===== config.mk =====
export PLATFORM = sky130hd
export DESIGN_NAME = fft_band_sink_flat
export DESIGN_NICKNAME = d
export VERILOG_FILES = /design/src/rtl/fft_band_sink_if.sv /design/src/rtl/fft_band_sink.sv /design/src/flat_wrapper.sv
export SDC_FILE = /design/constraint.sdc
export NUM_CORES = 2
export LEC_CHECK = 0
export CORE_MARGIN = 2
export CORE_UTILIZATION = 38
export CTS_CLUSTER_SIZE = 30
export DETAILED_ROUTE_END_ITERATION = 7
export PLACE_DENSITY = 0.66
export SYNTH_ARGS = -nofsm -noshare
export SYNTH_HDL_FRONTEND = slang
export SYNTH_SLANG_ARGS = --single-unit

===== constraint.sdc =====
create_clock -name i_clk -period 3.15 [get_ports i_clk]
set_input_delay 0.4725 -clock i_clk [delete_from_list [all_inputs] [get_ports i_clk]]
set_output_delay 0.4725 -clock i_clk [all_outputs]
set_load 0.1 [all_outputs]

===== src/rtl/fft_band_sink_if.sv =====
// Avalon-ST style streaming bundle carrying complex FFT beats into the band sink.
interface fft_band_sink_if #(
    parameter int DW = 16
);
    logic              valid;
    logic              ready;
    logic              sop;
    logic              eop;
    logic [2*DW-1:0]   data;
    logic [1:0]        error;

    modport master (output valid, output sop, output eop, output data, output error, input ready);
    modport slave  (input valid, input sop, input eop, input data, input error, output ready);
endinterface


===== src/rtl/fft_band_sink.sv =====
// Spectrum packet sink: folds |re|+|im| of the leading bins into per-band peaks
// and publishes the band vector once per well-framed packet.
//
// state     | meaning
// S_IDLE    | waiting for a start-of-packet beat
// S_RECV    | capturing beats, tracking band peaks and frame errors
// S_PUBLISH | one cycle: copy working bands to the output, strobe done
module fft_band_sink #(
    parameter int FRAME_LEN = 512,
    parameter int BINS_USED = 256,
    parameter int NUM_BANDS = 32,
    parameter int DW        = 16
) (
    input  logic                         i_clk,
    input  logic                         i_rst_n,
    fft_band_sink_if.slave               st,
    input  logic                         i_stall,
    output logic [NUM_BANDS-1:0][DW-1:0] o_bands,
    output logic                         o_frame_done,
    output logic [1:0]                   o_err
);
    localparam int              CW       = (FRAME_LEN > 1) ? $clog2(FRAME_LEN) : 1;
    localparam int              BPB      = BINS_USED / NUM_BANDS;
    localparam logic [CW-1:0]   LAST_IDX = CW'(FRAME_LEN - 1);
    localparam logic [CW:0]     BINS_LIM = (CW+1)'(BINS_USED);

    typedef enum logic [1:0] {S_IDLE, S_RECV, S_PUBLISH} state_t;

    state_t                        state_q, state_d;
    logic [CW-1:0]                 cnt_q, cnt_d;
    logic [NUM_BANDS-1:0][DW-1:0]  work_q, work_d;
    logic [NUM_BANDS-1:0][DW-1:0]  bands_q, bands_d;
    logic                          ferr_q, ferr_d;
    logic                          done_q, done_d;
    logic [1:0]                    err_q, err_d;

    logic                          accept;
    logic signed [DW:0]            re_x, im_x;
    logic [DW:0]                   re_abs, im_abs, mag_sum;
    logic [DW-1:0]                 mag;
    logic [CW-1:0]                 idx, band_sel;
    logic                          beat_err;

    assign st.ready = !i_stall && (state_q != S_PUBLISH);
    assign accept   = st.valid && st.ready;
    assign beat_err = |st.error;

    // One extra bit so that |-2^(DW-1)| and the sum of two such values are exact.
    assign re_x    = {st.data[2*DW-1], st.data[2*DW-1:DW]};
    assign im_x    = {st.data[DW-1], st.data[DW-1:0]};
    assign re_abs  = re_x[DW] ? -re_x : re_x;
    assign im_abs  = im_x[DW] ? -im_x : im_x;
    assign mag_sum = re_abs + im_abs;
    assign mag     = mag_sum[DW] ? '1 : mag_sum[DW-1:0];

    always_comb begin
        state_d  = state_q;
        cnt_d    = cnt_q;
        work_d   = work_q;
        ferr_d   = ferr_q;
        bands_d  = bands_q;
        done_d   = 1'b0;
        err_d    = err_q;
        idx      = cnt_q;
        band_sel = '0;

        if (state_q == S_PUBLISH) begin
            bands_d = work_q;
            done_d  = 1'b1;
            err_d   = {ferr_q, 1'b0};
            cnt_d   = '0;
            state_d = S_IDLE;
        end else if (accept && (st.sop || state_q == S_RECV)) begin
            // SOP always restarts capture; in S_RECV it also reports the aborted frame.
            if (st.sop) begin
                if (state_q == S_RECV) begin
                    err_d = {ferr_q, 1'b1};
                end
                idx    = '0;
                work_d = '0;
                ferr_d = 1'b0;
            end
            ferr_d   = ferr_d | beat_err;
            band_sel = idx / CW'(BPB);
            if ({1'b0, idx} < BINS_LIM) begin
                for (int i = 0; i < NUM_BANDS; i++) begin
                    if (band_sel == CW'(i) && mag > work_d[i]) begin
                        work_d[i] = mag;
                    end
                end
            end
            if (idx == LAST_IDX && st.eop) begin
                cnt_d   = '0;
                state_d = S_PUBLISH;
            end else if (idx == LAST_IDX || st.eop) begin
                err_d   = {ferr_d, 1'b1};
                cnt_d   = '0;
                state_d = S_IDLE;
            end else begin
                cnt_d   = idx + CW'(1);
                state_d = S_RECV;
            end
        end
    end

    always_ff @(posedge i_clk or negedge i_rst_n) begin
        if (!i_rst_n) begin
            state_q <= S_IDLE;
            cnt_q   <= '0;
            work_q  <= '0;
            ferr_q  <= 1'b0;
            bands_q <= '0;
            done_q  <= 1'b0;
            err_q   <= '0;
        end else begin
            state_q <= state_d;
            cnt_q   <= cnt_d;
            work_q  <= work_d;
            ferr_q  <= ferr_d;
            bands_q <= bands_d;
            done_q  <= done_d;
            err_q   <= err_d;
        end
    end

    assign o_bands      = bands_q;
    assign o_frame_done = done_q;
    assign o_err        = err_q;
endmodule


===== src/flat_wrapper.sv =====
// flat-port wrapper written by rule: the top's interface ports become plain ports
module fft_band_sink_flat 
#(
    parameter int FRAME_LEN = 512,
    parameter int BINS_USED = 256,
    parameter int NUM_BANDS = 32,
    parameter int DW        = 16
)
  (i_clk, i_rst_n, i_stall, o_bands, o_frame_done, o_err, st_valid, st_sop, st_eop, st_data, st_error, st_ready);
  fft_band_sink_if #(.DW(DW)) st_i ();
  input  logic i_clk;
  input  logic i_rst_n;
  input  logic i_stall;
  output logic [NUM_BANDS-1:0][DW-1:0] o_bands;
  output logic o_frame_done;
  output logic [1:0] o_err;
  input wire logic [$bits(st_i.valid)-1:0] st_valid;
  input wire logic [$bits(st_i.sop)-1:0] st_sop;
  input wire logic [$bits(st_i.eop)-1:0] st_eop;
  input wire logic [$bits(st_i.data)-1:0] st_data;
  input wire logic [$bits(st_i.error)-1:0] st_error;
  output wire logic [$bits(st_i.ready)-1:0] st_ready;
  assign st_i.valid = st_valid;
  assign st_i.sop = st_sop;
  assign st_i.eop = st_eop;
  assign st_i.data = st_data;
  assign st_i.error = st_error;
  assign st_ready = st_i.ready;
  fft_band_sink #(.FRAME_LEN(FRAME_LEN), .BINS_USED(BINS_USED), .NUM_BANDS(NUM_BANDS), .DW(DW)) u_core (.i_clk(i_clk), .i_rst_n(i_rst_n), .st(st_i), .i_stall(i_stall), .o_bands(o_bands), .o_frame_done(o_frame_done), .o_err(o_err));
endmodule

==> out/results.txt <==
First-pass GRT wire length: 320000 microns
Root Buffer: clkbuf_16
Final hold vios: 0
Nets: 7742
Post-synth cell types: 93
Pre-CTS setup slack: -3.81 ns
Synth-to-layout area growth: 33.7%
Post-synthesis register bit count: 1039
Worst vdd ir: 848 uV
GRT Overall Usage: 0.276
Max_cap viols: 0
Die area: 152000 sq um
Share of total power in the clock network: 0.306
Failing checks: setup timing
Drt pass-1 iters: 5
Actual slew at the worst max-slew pin: 1.04 ns
Layout Skew: 0.0525 ns
Syn_nets: 6747
Status: finished with violations
CP Capture Type: register
Yosys warnings: 0
DP HPWL: 147000 microns
Switching Share: 0.366
Largest area contributor in the netlist: dfrtp_1
Ys flop type: dfrtp_1
Die Span X: 390 microns
Avg Synthesized Cell Area: 9.10 sq um
Die Y: 390 microns
Ys async rst share: 1.00
Clk_lat worst skew: 0.78 ns
Final Max Slew Viols: 0
Synthesized instance count: 6238
Post-synth EDFFs: 0
Grt ovf: 0
Int Power: 0.0291 W
Clk sinks: 1039
Static leakage: 37.5 nW
Sw power: 0.0168 W
DRC: 0
Row count: 141
Main area contributors after synthesis: dfrtp_1 (46%), nand2_1 (17%), ha_1 (10%)
P per Cell Area: 604 nW/um^2
Part of the power in combinational logic: 0.395
Crit path required time: 3.84 ns
Wire per inst: 23.5 microns
Fin crit share: 1.77
Fin worst setup slack: -2.43 ns
Largest net degree at the start of global routing: 171
Initial antenna violation count: 5
RSZ-0062 raised after global routing: true
Final instance area: 75900 sq um
Flop pwr share: 0.299
Top cell type's share of synthesized area: 0.458
Top cells by count, synth: nand2_1 (2596), dfrtp_1 (1039), mux2i_1 (490)
Wirelength, routed: 217000 microns
# IOs: 556
Final Util: 0.513
CTS tree: yes
Setup CP Type: input pin to register
FILL cells: 13200
Initial Utilization: 0.383
Share of layout cells above drive strength 1: 0.251
Post-route ant nets: 0
DRT iter0 DRCs: 4830
Top-count cell post-synth: nand2_1
Crit-path max FO: 7
Total number of vias: 51100
Max clock buf depth: 3
Total CTS buffers: 112
Setup-failing EPs final: 512
Part of the Yosys area used for sequential elements: 0.458
Design Power: 0.0458 W
Area after DPL: 67300 sq um
Setup TNS: -1154.44 ns
Peak Freq: 179 MHz
Core Footprint: 148000 sq um
Startpoint types: input pin
Post-Syn Area: 56800 sq um
Worst endpoint data arrival time: 6.27 ns
Vias in the first global route: 50700
H-tree lvl count: 3
Worst Hold Class: input pin to asynchronous set/reset pin
RePlAce Congestion: 0.909
Via density: 5.52
Port Buf Inserts: 555
Minimum clock period: 5.58 ns
Clock-pin slew on the worst setup and hold paths: 0.06 ns
Slew headroom: 0.309
-- state kept, by name, indices dropped and copies added, names as in the netlist --
name	flops
u_core.cnt_q	9
u_core.ferr_q	1
u_core.o_bands	512
u_core.o_err	2
u_core.o_frame_done	1
u_core.state_q	2
u_core.work_q	512
-- cell type report --
class | instances | area, sq um | share of cell area
diodes | 2 | 5.00 | 0.0000659
clock inverters | 58 | 721 | 0.00950
inverters | 44 | 225 | 0.00297
multi-input cells | 4793 | 31700 | 0.418
well taps | 1930 | 2410 | 0.0318
clock buffers | 148 | 3190 | 0.0420
flip-flops and latches | 1039 | 26000 | 0.343
repair buffers | 1243 | 11700 | 0.154
-- timing repair --
action / CTS / global route
pin swaps: 166 / 138
endpoints found under the hold margin: 27 / 0
hold buffers: 1 / 0
resized for setup: 299 / 288
buffers inserted: 108 / 70
gates cloned: 18 / 9
setup endpoints to repair: 512 / 512
-- worst max-delay path, stage by stage --
cell	delay, ns
clkdlybuf4s50_1	0.49
or2_4	0.28
nor4_4	0.21
nand3_2	0.15
o31ai_2	0.22
xnor2_1	0.16
ha_1	0.29
a21o_1	0.24
a221oi_4	0.31
o21a_1	0.19
a21bo_2	0.18
nand2b_4	0.13
buf_12	0.16
buf_12	0.12
nor2_4	0.11
clkinvlp_4	0.12
buf_12	0.16
buf_12	0.16
ha_1	0.20
a21o_1	0.17
a21o_1	0.17
a221o_1	0.32
a211o_1	0.29
o211ai_1	0.26
a211o_1	0.31
clkbuf_16	0.22
mux2i_1	0.17
-- logic make-up after synthesis --
group,Yosys count,share of synthesized area
AOI/OAI and AO/OA,652,0.0815
xor gates and xnor gates,68,0.0105
adders and majority gates,474,0.104
buffers and inverters,406,0.0334
DFF,1039,0.458
muxes,490,0.0864
and+or+nand+nor,3109,0.226
-- power by group through the flow --
stage | combinational (W) | clock [W] | sequential (W)
finish | 0.0181 | 0.0140 | 0.0137
global route | 0.0193 | 0.0148 | 0.0137
CTS | 0.0160 | 0.0142 | 0.0137
detailed placement | 0.0143 | 0 | 0.0139
global placement | 0.0138 | 0 | 0.0139
floorplan | 0.00724 | 0 | 0.0140
-- metal layers --
metal	wire, microns	GRT usage	part of all wire	vias up
met4	10900	0.126	0.050	6
met2	96800	0.423	0.45	2208
met5	42	0	0.00019	-
met1	91500	0.376	0.42	25300
met3	17900	0.0565	0.082	509
li1	-	-	-	23000
-- final timing paths --
check / startpoint / to / slack, ns / depth (start not counted)
setup / recovery: st_data[5] / u_core.work_q[375] / -2.43 / 27
hold / removal: i_rst_n / u_core.o_bands[379] / 0.38 / 2
setup reg to reg: u_core.state_q[0] / u_core.work_q[104] / -0.28 / 12
hold reg to reg: u_core.o_bands[305] / u_core.o_bands[305] / 0.48 / 2
max in group asynchronous: i_rst_n / u_core.o_bands[129] / 1.70 / 3
min in group i_clk: st_sop / u_core.cnt_q[2] / 0.38 / 4
-- through the flow --
step | instances | hold slack (ns)
2_1_floorplan | 6238 | 0.177
3_3_place_gp | 8870 | 0.460
3_5_place_dp | 8870 | 0.464
4_1_cts | 9200 | 0.290
5_1_grt | 9256 | 0.405
6_report | 9257 | 0.378
-- cells in the final DEF (no fill, tap or decap), types with 14 or more instances in the layout --
cell / Yosys / final
a211oi_1: 35 / 30
a211oi_2: 9 / 14
a21o_1: 130 / 130
a21oi_1: 137 / 108
a21oi_2: 2 / 30
a221o_1: 17 / 17
a221oi_2: 1 / 25
and4_1: 30 / 18
buf_12: 3 / 112
buf_4: 22 / 978
buf_6: 22 / 80
buf_8: 5 / 16
clkbuf_16: 0 / 124
clkbuf_8: 0 / 21
clkdlybuf4s50_1: 0 / 25
clkinv_2: 0 / 22
clkinvlp_4: 0 / 17
dfrtp_1: 1039 / 1039
ha_1: 468 / 361
ha_4: 0 / 106
inv_1: 44 / 27
mux2i_1: 490 / 484
nand2_1: 2596 / 2577
nand2_2: 0 / 14
nand3_1: 49 / 33
nand3_2: 0 / 15
nand4_1: 73 / 73
nor2_1: 97 / 72
nor2_4: 2 / 20
nor2b_1: 108 / 107
nor3_1: 46 / 14
nor3_2: 0 / 24
o21ai_0: 141 / 74
o21ai_1: 4 / 46
o21ai_2: 1 / 25
o31ai_1: 25 / 19
or3_1: 21 / 18
xnor2_1: 58 / 56
(Power assumes the default switching activity.)
